$ cat config.mk
export PLATFORM = sky130hd
export DESIGN_NAME = fpu_arbiter
export DESIGN_NICKNAME = d
export VERILOG_FILES = /design/src/rtl/fpu_pkg.sv /design/src/rtl/fpu_unit.sv /design/src/rtl/fpu_arbiter.sv
export SDC_FILE = /design/constraint.sdc
export NUM_CORES = 1
export LEC_CHECK = 0
export CAP_MARGIN = 0
export CORE_UTILIZATION = 60
export DETAILED_ROUTE_END_ITERATION = 10
export PLACE_DENSITY = 0.88
export SLEW_MARGIN = 30
export SYNTH_ARGS = -nofsm -noshare
export SYNTH_HDL_FRONTEND = slang
export SYNTH_SLANG_ARGS = --single-unit
export TNS_END_PERCENT = 10
$ cat constraint.sdc
create_clock -name clk -period 15.85 [get_ports clk]
set_input_delay 3.17 -clock clk [delete_from_list [all_inputs] [get_ports clk]]
set_output_delay 3.17 -clock clk [all_outputs]
set_load 0.005 [all_outputs]
$ cat src/rtl/fpu_pkg.sv
// Shared definitions for the float arbiter slice: opcodes, FSM states,
// special encodings and the 16-bit float field layout (1/8/7, bias 127).
package fpu_pkg;

    localparam int WORD_W = 16;
    localparam int OP_W   = 3;

    localparam logic [OP_W-1:0] OP_ADD   = 3'd0;
    localparam logic [OP_W-1:0] OP_MUL   = 3'd1;
    localparam logic [OP_W-1:0] OP_SLT   = 3'd2;
    localparam logic [OP_W-1:0] OP_RECIP = 3'd3;
    localparam logic [OP_W-1:0] OP_SHIFT = 3'd4;
    localparam logic [OP_W-1:0] OP_I2F   = 3'd5;
    localparam logic [OP_W-1:0] OP_F2I   = 3'd6;
    localparam logic [OP_W-1:0] OP_DIV   = 3'd7;

    localparam logic [WORD_W-1:0] FNAN  = 16'hffc0;
    localparam logic [WORD_W-1:0] INAN  = 16'h8000;
    localparam logic [WORD_W-1:0] FZERO = 16'h0000;
    localparam logic [WORD_W-1:0] FINF  = 16'h7f80;

    localparam int SIGN_BIT = 15;
    localparam int EXP_HI   = 14;
    localparam int EXP_LO   = 7;
    localparam int MAN_HI   = 6;
    localparam int MAN_LO   = 0;
    localparam int EXP_BIAS = 127;

    typedef enum logic [1:0] {IDLE, DIV1, EXEC, RESP} state_t;

    // NaN = all-ones exponent with a non-zero mantissa
    function automatic logic is_nan(input logic [WORD_W-1:0] x);
        return (x[EXP_HI:EXP_LO] == 8'hff) && (x[MAN_HI:MAN_LO] != 7'd0);
    endfunction

endpackage

$ cat src/rtl/fpu_unit.sv
// Combinational float datapath: one op per call, truncating rounding,
// subnormals flushed to zero, overflow saturates to infinity.
module fpu_unit
    import fpu_pkg::*;
(
    input  logic [OP_W-1:0]   op,
    input  logic [WORD_W-1:0] a,
    input  logic [WORD_W-1:0] b,
    output logic [WORD_W-1:0] res
);

    // Reciprocal mantissa table: frac(2/(1.m)) in 1/128 units; entry 0 is 0
    // because 1/(power of two) is handled exactly with a different exponent.
    logic [6:0] recip_lut [128];
    for (genvar gi = 0; gi < 128; gi++) begin : g_lut
        if (gi == 0) begin : g_zero
            assign recip_lut[gi] = 7'd0;
        end else begin : g_entry
            assign recip_lut[gi] = 7'((32768 / (128 + gi)) - 128);
        end
    end

    function automatic logic [WORD_W-1:0] pack(input logic s, input int e, input logic [6:0] m);
        if (e <= 0)   return {s, 15'd0};
        if (e >= 255) return {s, FINF[EXP_HI:0]};
        return {s, e[7:0], m};
    endfunction

    function automatic logic [WORD_W-1:0] f_add(input logic [WORD_W-1:0] x0, input logic [WORD_W-1:0] y0);
        logic [WORD_W-1:0] x, y;
        logic [11:0] mx, my, sum, norm;
        int ex, ey, d, p;
        if (is_nan(x0) || is_nan(y0)) return FNAN;
        if (x0[EXP_HI:0] >= y0[EXP_HI:0]) begin x = x0; y = y0; end
        else begin x = y0; y = x0; end
        ex = int'(x[EXP_HI:EXP_LO]);
        ey = int'(y[EXP_HI:EXP_LO]);
        if (ex == 255) return x;
        if (ex == 0) return FZERO;
        mx = {2'b01, x[MAN_HI:MAN_LO], 3'b000};
        my = (ey == 0) ? 12'd0 : {2'b01, y[MAN_HI:MAN_LO], 3'b000};
        d  = ex - ey;
        my = (d > 11) ? 12'd0 : (my >> d);
        sum = (x[SIGN_BIT] == y[SIGN_BIT]) ? (mx + my) : (mx - my);
        if (sum == 12'd0) return FZERO;
        if (sum[11]) return pack(x[SIGN_BIT], ex + 1, sum[10:4]);
        p = 0;
        for (int i = 0; i < 11; i++) if (sum[i]) p = i;
        norm = sum << (10 - p);
        return pack(x[SIGN_BIT], ex - (10 - p), norm[9:3]);
    endfunction

    function automatic logic [WORD_W-1:0] f_mul(input logic [WORD_W-1:0] x, input logic [WORD_W-1:0] y);
        logic [15:0] prod;
        logic s;
        int e;
        if (is_nan(x) || is_nan(y)) return FNAN;
        s = x[SIGN_BIT] ^ y[SIGN_BIT];
        if (x[EXP_HI:EXP_LO] == 8'd0 || y[EXP_HI:EXP_LO] == 8'd0) return {s, 15'd0};
        if (x[EXP_HI:EXP_LO] == 8'hff || y[EXP_HI:EXP_LO] == 8'hff) return {s, FINF[EXP_HI:0]};
        prod = {8'd0, 1'b1, x[MAN_HI:MAN_LO]} * {8'd0, 1'b1, y[MAN_HI:MAN_LO]};
        e = int'(x[EXP_HI:EXP_LO]) + int'(y[EXP_HI:EXP_LO]) - EXP_BIAS;
        if (prod[15]) return pack(s, e + 1, prod[14:8]);
        return pack(s, e, prod[13:7]);
    endfunction

    // Order-preserving key compare; +0 and -0 are equal
    function automatic logic [WORD_W-1:0] f_slt(input logic [WORD_W-1:0] x, input logic [WORD_W-1:0] y);
        logic [15:0] kx, ky;
        if (is_nan(x) || is_nan(y)) return 16'h0000;
        if (x[EXP_HI:0] == 15'd0 && y[EXP_HI:0] == 15'd0) return 16'h0000;
        kx = x[SIGN_BIT] ? ~x : (x | 16'h8000);
        ky = y[SIGN_BIT] ? ~y : (y | 16'h8000);
        return (kx < ky) ? 16'h0001 : 16'h0000;
    endfunction

    // Scale by 2^b, b a signed integer
    function automatic logic [WORD_W-1:0] f_shift(input logic [WORD_W-1:0] x, input logic [WORD_W-1:0] y);
        if (is_nan(x)) return FNAN;
        if (x[EXP_HI:EXP_LO] == 8'd0) return {x[SIGN_BIT], 15'd0};
        if (x[EXP_HI:EXP_LO] == 8'hff) return x;
        return pack(x[SIGN_BIT], int'(x[EXP_HI:EXP_LO]) + int'($signed(y)), x[MAN_HI:MAN_LO]);
    endfunction

    function automatic logic [WORD_W-1:0] f_i2f(input logic [WORD_W-1:0] x);
        logic [15:0] mag, norm;
        int p;
        mag = x[SIGN_BIT] ? (~x + 16'd1) : x;
        if (mag == 16'd0) return FZERO;
        p = 0;
        for (int i = 0; i < 16; i++) if (mag[i]) p = i;
        norm = mag << (15 - p);
        return pack(x[SIGN_BIT], EXP_BIAS + p, norm[14:8]);
    endfunction

    // Truncates toward zero, saturates out-of-range magnitudes
    function automatic logic [WORD_W-1:0] f_f2i(input logic [WORD_W-1:0] x);
        logic [22:0] wide;
        logic [15:0] mag;
        int sh;
        if (is_nan(x)) return INAN;
        if (int'(x[EXP_HI:EXP_LO]) < EXP_BIAS) return 16'h0000;
        sh = int'(x[EXP_HI:EXP_LO]) - EXP_BIAS;
        if (sh >= 15) return x[SIGN_BIT] ? 16'h8000 : 16'h7fff;
        wide = {15'd0, 1'b1, x[MAN_HI:MAN_LO]} << sh;
        mag  = wide[22:7];
        return x[SIGN_BIT] ? (~mag + 16'd1) : mag;
    endfunction

    logic [WORD_W-1:0] recip_res;

    // Reciprocal: exact for powers of two, table mantissa otherwise
    always_comb begin
        recip_res = FNAN;
        if (!is_nan(a)) begin
            if (a[EXP_HI:EXP_LO] == 8'd0)
                recip_res = {a[SIGN_BIT], FINF[EXP_HI:0]};
            else if (a[EXP_HI:EXP_LO] == 8'hff)
                recip_res = {a[SIGN_BIT], 15'd0};
            else if (a[MAN_HI:MAN_LO] == 7'd0)
                recip_res = pack(a[SIGN_BIT], 2 * EXP_BIAS - int'(a[EXP_HI:EXP_LO]), 7'd0);
            else
                recip_res = pack(a[SIGN_BIT], 2 * EXP_BIAS - 1 - int'(a[EXP_HI:EXP_LO]),
                                 recip_lut[a[MAN_HI:MAN_LO]]);
        end
    end

    // Result select; divide never reaches here as a single op
    always_comb begin
        res = FNAN;
        case (op)
            OP_ADD:   res = f_add(a, b);
            OP_MUL:   res = f_mul(a, b);
            OP_SLT:   res = f_slt(a, b);
            OP_RECIP: res = recip_res;
            OP_SHIFT: res = f_shift(a, b);
            OP_I2F:   res = f_i2f(a);
            OP_F2I:   res = f_f2i(a);
            default:  res = FNAN;
        endcase
    end

endmodule

$ cat src/rtl/fpu_arbiter.sv
// Round-robin arbiter sharing one fpu_unit between NREQ requesters;
// divide runs as recip(b) followed by a*recip(b) through the same unit.
module fpu_arbiter
    import fpu_pkg::*;
#(
    parameter int NREQ = 2
)
(
    input  logic                     clk,
    input  logic                     rst_n,
    input  logic [NREQ-1:0]          req_valid,
    output logic [NREQ-1:0]          req_ready,
    input  logic [OP_W*NREQ-1:0]     req_op,
    input  logic [WORD_W*NREQ-1:0]   req_a,
    input  logic [WORD_W*NREQ-1:0]   req_b,
    output logic                     rsp_valid,
    output logic [1:0]               rsp_id,
    output logic [WORD_W-1:0]        rsp_data,
    output logic                     busy
);

    state_t              state;
    logic [1:0]          rr;
    logic [OP_W-1:0]     op_r;
    logic [WORD_W-1:0]   a_r, b_r, res_r;
    logic [1:0]          id_r;
    logic                run;        // holds ready low until the first edge after reset

    logic [OP_W-1:0]     op_arr [NREQ];
    logic [WORD_W-1:0]   a_arr  [NREQ];
    logic [WORD_W-1:0]   b_arr  [NREQ];
    logic [1:0]          grant;
    logic                found, hs;
    logic [OP_W-1:0]     sel_op, u_op;
    logic [WORD_W-1:0]   sel_a, sel_b, u_a, unit_res;

    for (genvar gi = 0; gi < NREQ; gi++) begin : g_slice
        assign op_arr[gi] = req_op[OP_W*gi +: OP_W];
        assign a_arr[gi]  = req_a[WORD_W*gi +: WORD_W];
        assign b_arr[gi]  = req_b[WORD_W*gi +: WORD_W];
    end

    // First valid requester scanning from rr upwards, wrapping at NREQ
    always_comb begin
        grant = 2'd0;
        found = 1'b0;
        for (int k = 0; k < NREQ; k++)
            for (int j = 0; j < NREQ; j++)
                if (!found && j == (int'(rr) + k) % NREQ && req_valid[j]) begin
                    found = 1'b1;
                    grant = 2'(j);
                end
    end

    assign hs = run && found && (state == IDLE || state == RESP);

    // One-hot ready for the winner, operand mux for the latch
    always_comb begin
        req_ready = '0;
        sel_op    = '0;
        sel_a     = '0;
        sel_b     = '0;
        for (int j = 0; j < NREQ; j++)
            if (grant == 2'(j)) begin
                req_ready[j] = hs;
                sel_op       = op_arr[j];
                sel_a        = a_arr[j];
                sel_b        = b_arr[j];
            end
    end

    // DIV1 borrows the unit to turn b into 1/b
    assign u_op = (state == DIV1) ? OP_RECIP : op_r;
    assign u_a  = (state == DIV1) ? b_r : a_r;

    fpu_unit u_unit (
        .op  (u_op),
        .a   (u_a),
        .b   (b_r),
        .res (unit_res)
    );

    // Sequencer: accept in IDLE/RESP, optional recip pass, execute, respond
    always_ff @(posedge clk or negedge rst_n) begin
        if (!rst_n) begin
            state <= IDLE;
            rr    <= 2'd0;
            op_r  <= '0;
            a_r   <= '0;
            b_r   <= '0;
            id_r  <= 2'd0;
            res_r <= '0;
            run   <= 1'b0;
        end else begin
            run <= 1'b1;
            case (state)
                IDLE, RESP: begin
                    if (hs) begin
                        op_r  <= sel_op;
                        a_r   <= sel_a;
                        b_r   <= sel_b;
                        id_r  <= grant;
                        rr    <= 2'((int'(grant) + 1) % NREQ);
                        state <= (sel_op == OP_DIV) ? DIV1 : EXEC;
                    end else begin
                        state <= IDLE;
                    end
                end
                DIV1: begin
                    b_r   <= unit_res;
                    op_r  <= OP_MUL;
                    state <= EXEC;
                end
                EXEC: begin
                    res_r <= unit_res;
                    state <= RESP;
                end
                default: state <= IDLE;
            endcase
        end
    end

    assign rsp_valid = (state == RESP);
    assign rsp_id    = id_r;
    assign rsp_data  = res_r;
    assign busy      = (state != IDLE);

endmodule
==> flow_summary.toml <==
[logic_synthesis]
synthFlopType = "dfrtp_1"
ys_async_sr_fraction_pct = 100
ys_types = 120
synth_edf_count = 0
yosysWarnings = 0
avgSynthCellArea_sq_um = 7.19
yosysSeqAreaShare_pct = 8.82
syn-cell-area_sq_um = 15900
syn-instance-count = 2211
ys_seq_elements = 56

[routing]
viasPerCell = 7.03
vias = 18000
wl_microns = 62200
routedWlPerCell_microns = 24.3
drt_iter0_markers = 2782
drc_errors = 0
postRouteAntennaNets = 0
dr.pass1.iters = 6

[critical_path]
crit_path_end_kind = "register"
critPathKind = "reg2reg"
r2r-start = "state[1]$_DFF_PN0_"
path_max_fanout = 43
start_kind = "register"
required_ns = 16.05
slowest_stage = "mux2i_1"
crit_start = "state[1]$_DFF_PN0_"
max_stage_delay_ns = 0.83
worst_ep_arrival_time_ns = 14.19
cp_common_cell = "a21oi_1"

[sta]
tns_ns = 0
max_clock_freq_ghz = 0.0714
relSlewSlack_pct = 32.3
slew_viol_final = 0
hold_viol = 0
post-route-min-period_ns = 14.00
worstMarginPinSlew_ns = 1.01
rsz0062_at_grt = "no"
fin_ws_ns = 1.85
fin_skew_ns = 0.0139
fin_crit_sh_pct = 88.3
finalSetupViolCount = 0

[global_routing]
met3_usage_pct = 9.14
antenna_found_initial = 1
overflow = 0
grtUsageMet2_pct = 68.1
grt.busiest_layer = "met2"
grt_pass1_wl_microns = 93400
grt_max_degree = 57
grt_util_all_layers_pct = 44.9
met1_usage_pct = 59.3
grt_pass1_vias = 16200

[clocking]
worstSkewPairLatency_ns = 0.31
cts_tree = "yes"
clk_path_buf_depth = 2
clk_pin_slew_ns = 0.08
cts_hold_buf = 0
cts_made_buffers = 5
h-tree-depth = 2
clockRootBuffer = "clkbuf_16"
post_cts_buffers = 0
cts.repair.resized = 0
cts.sinks = 56

[layout]
mostFrequentLayoutCells = "206 x nor2_1, 201 x nand2_1, 175 x o21ai_0, 174 x a21oi_1, 153 x inv_1"
area_delta_synth_final_pct = 8.16
final_common_cell = "nor2_1"
drive_gt1_share_pct = 7.42
fin_nets = 2481

[floorplan]
core_sq_um = 26000
die_area_sq_um = 27100
die-height_microns = 165
chipWidth_microns = 165
start_util_pct = 61.2
io_pins = 96
rows = 59

[placement]
hpwl_microns = 49100
port_buffers = 94
place_congestion = 1.09
dp_slack_ns = 2.39

[outcome]
status = "finished clean"

[run]
maxCapViolCount = 0

[worst_hold_path]
min-delay-start = "rsp_id[0]$_DFFE_PN0P_"
hold_class = "reg2reg"
per-stage QoR:
stage	util, %	instances	area [sq um]	hold slack [ns]
final	66.1	2560	17200	0.490
after global placement	65.5	2550	17000	0.462
after floorplan	-	2212	15900	0.446
after global routing	66.1	2558	17200	0.511
after CTS	66.1	2558	17200	0.494
after detailed placement	65.5	2550	17000	0.469
sequential cells by signal (all words and copies together), names as in the netlist:
name	flops
run	1
rsp_id	1
b_r	16
state	2
op_r	3
a_r	16
rsp_data	16
rr	1
worst paths after layout:
path / to / slack, ns / depth (start not counted)
min in group asynchronous: a_r[2]$_DFFE_PN0P_ / 3.01 / 2
max in group asynchronous: op_r[1]$_DFFE_PN0P_ / 12.33 / 2
max: rsp_data[0]$_DFFE_PN0P_ / 1.85 / 52
min: rsp_id[0]$_DFFE_PN0P_ / 0.49 / 1
min reg2reg: rsp_id[0]$_DFFE_PN0P_ / 0.49 / 1
max reg2reg: rsp_data[0]$_DFFE_PN0P_ / 1.85 / 52
cells in the mapped netlist (14+ instances only):
cell type	count	share of area, %
nor2_1	206	4.9
nand2_1	201	4.7
o21ai_0	177	5.6
a21oi_1	174	5.5
inv_1	153	3.6
ha_1	146	11
xnor2_1	98	5.4
clkbuf_1	87	2.1
mux2i_1	78	4.9
nor3_1	59	1.9
dfrtp_1	56	8.8
nand3_1	51	1.6
fa_1	39	4.9
a31oi_1	36	1.4
a211oi_1	34	1.6
nand2b_1	29	1.1
o211ai_1	29	1.4
a21o_1	25	1.2
mux2_2	25	1.8
nand4_1	25	0.98
buf_1	21	0.50
or3_1	19	0.75
xor2_1	19	1.0
a22oi_1	16	0.76
and3_1	16	0.63
o21bai_1	16	0.76
o221ai_1	16	0.88
buf_2	15	0.47
nor2b_1	15	0.59
o21a_1	15	0.71
and2_1	14	0.55
or2_2	14	0.55
critical path: cells and delay by family, from the launching register on:
| kind | cells | cell delay [ns] |
|---|---|---|
| AOI/OAI and AO/OA | 27 | 5.04 |
| and+or+nand+nor | 11 | 3.00 |
| adders and majority gates | 6 | 2.72 |
| buffers and inverters | 5 | 1.29 |
| muxes | 2 | 1.04 |
| DFF | 1 | 0.40 |
| xor gates and xnor gates | 1 | 0.35 |
cell families (layout without fill, tap and decap cells):
kind of cell               Yosys count  after routing  share of synthesized area (%)
xor gates and xnor gates           124            124                           7.42
buffers and inverters              300            311                           7.52
adders and majority gates          185            185                           16.4
muxes                              108            108                           7.30
AOI/OAI and AO/OA                  723            723                           30.9
and+or+nand+nor                    713            713                           21.6
DFF                                 56             56                           8.82
other                                2              5                         0.0473
per-layer routing:
metal | vias to the layer above | part of all wire [%]
met4 | 0 | 6.2
met3 | 226 | 12
li1 | 8070 | -
met2 | 1285 | 42
met1 | 8421 | 39
met5 | - | 0
area by class of cell:
type	instances	area (sq um)
multi-input cells	1856	13300
fillers	2272	8800
flip-flops and latches	56	1400
repair buffers	136	1250
inverters	167	627
well taps	335	419
clock buffers	7	133
clock inverters	1	8.76
diodes	2	5.00
Power is left out: the tool's default activity adds up to more than one toggle a clock period on the data nets, which glitch-free logic cannot reach.
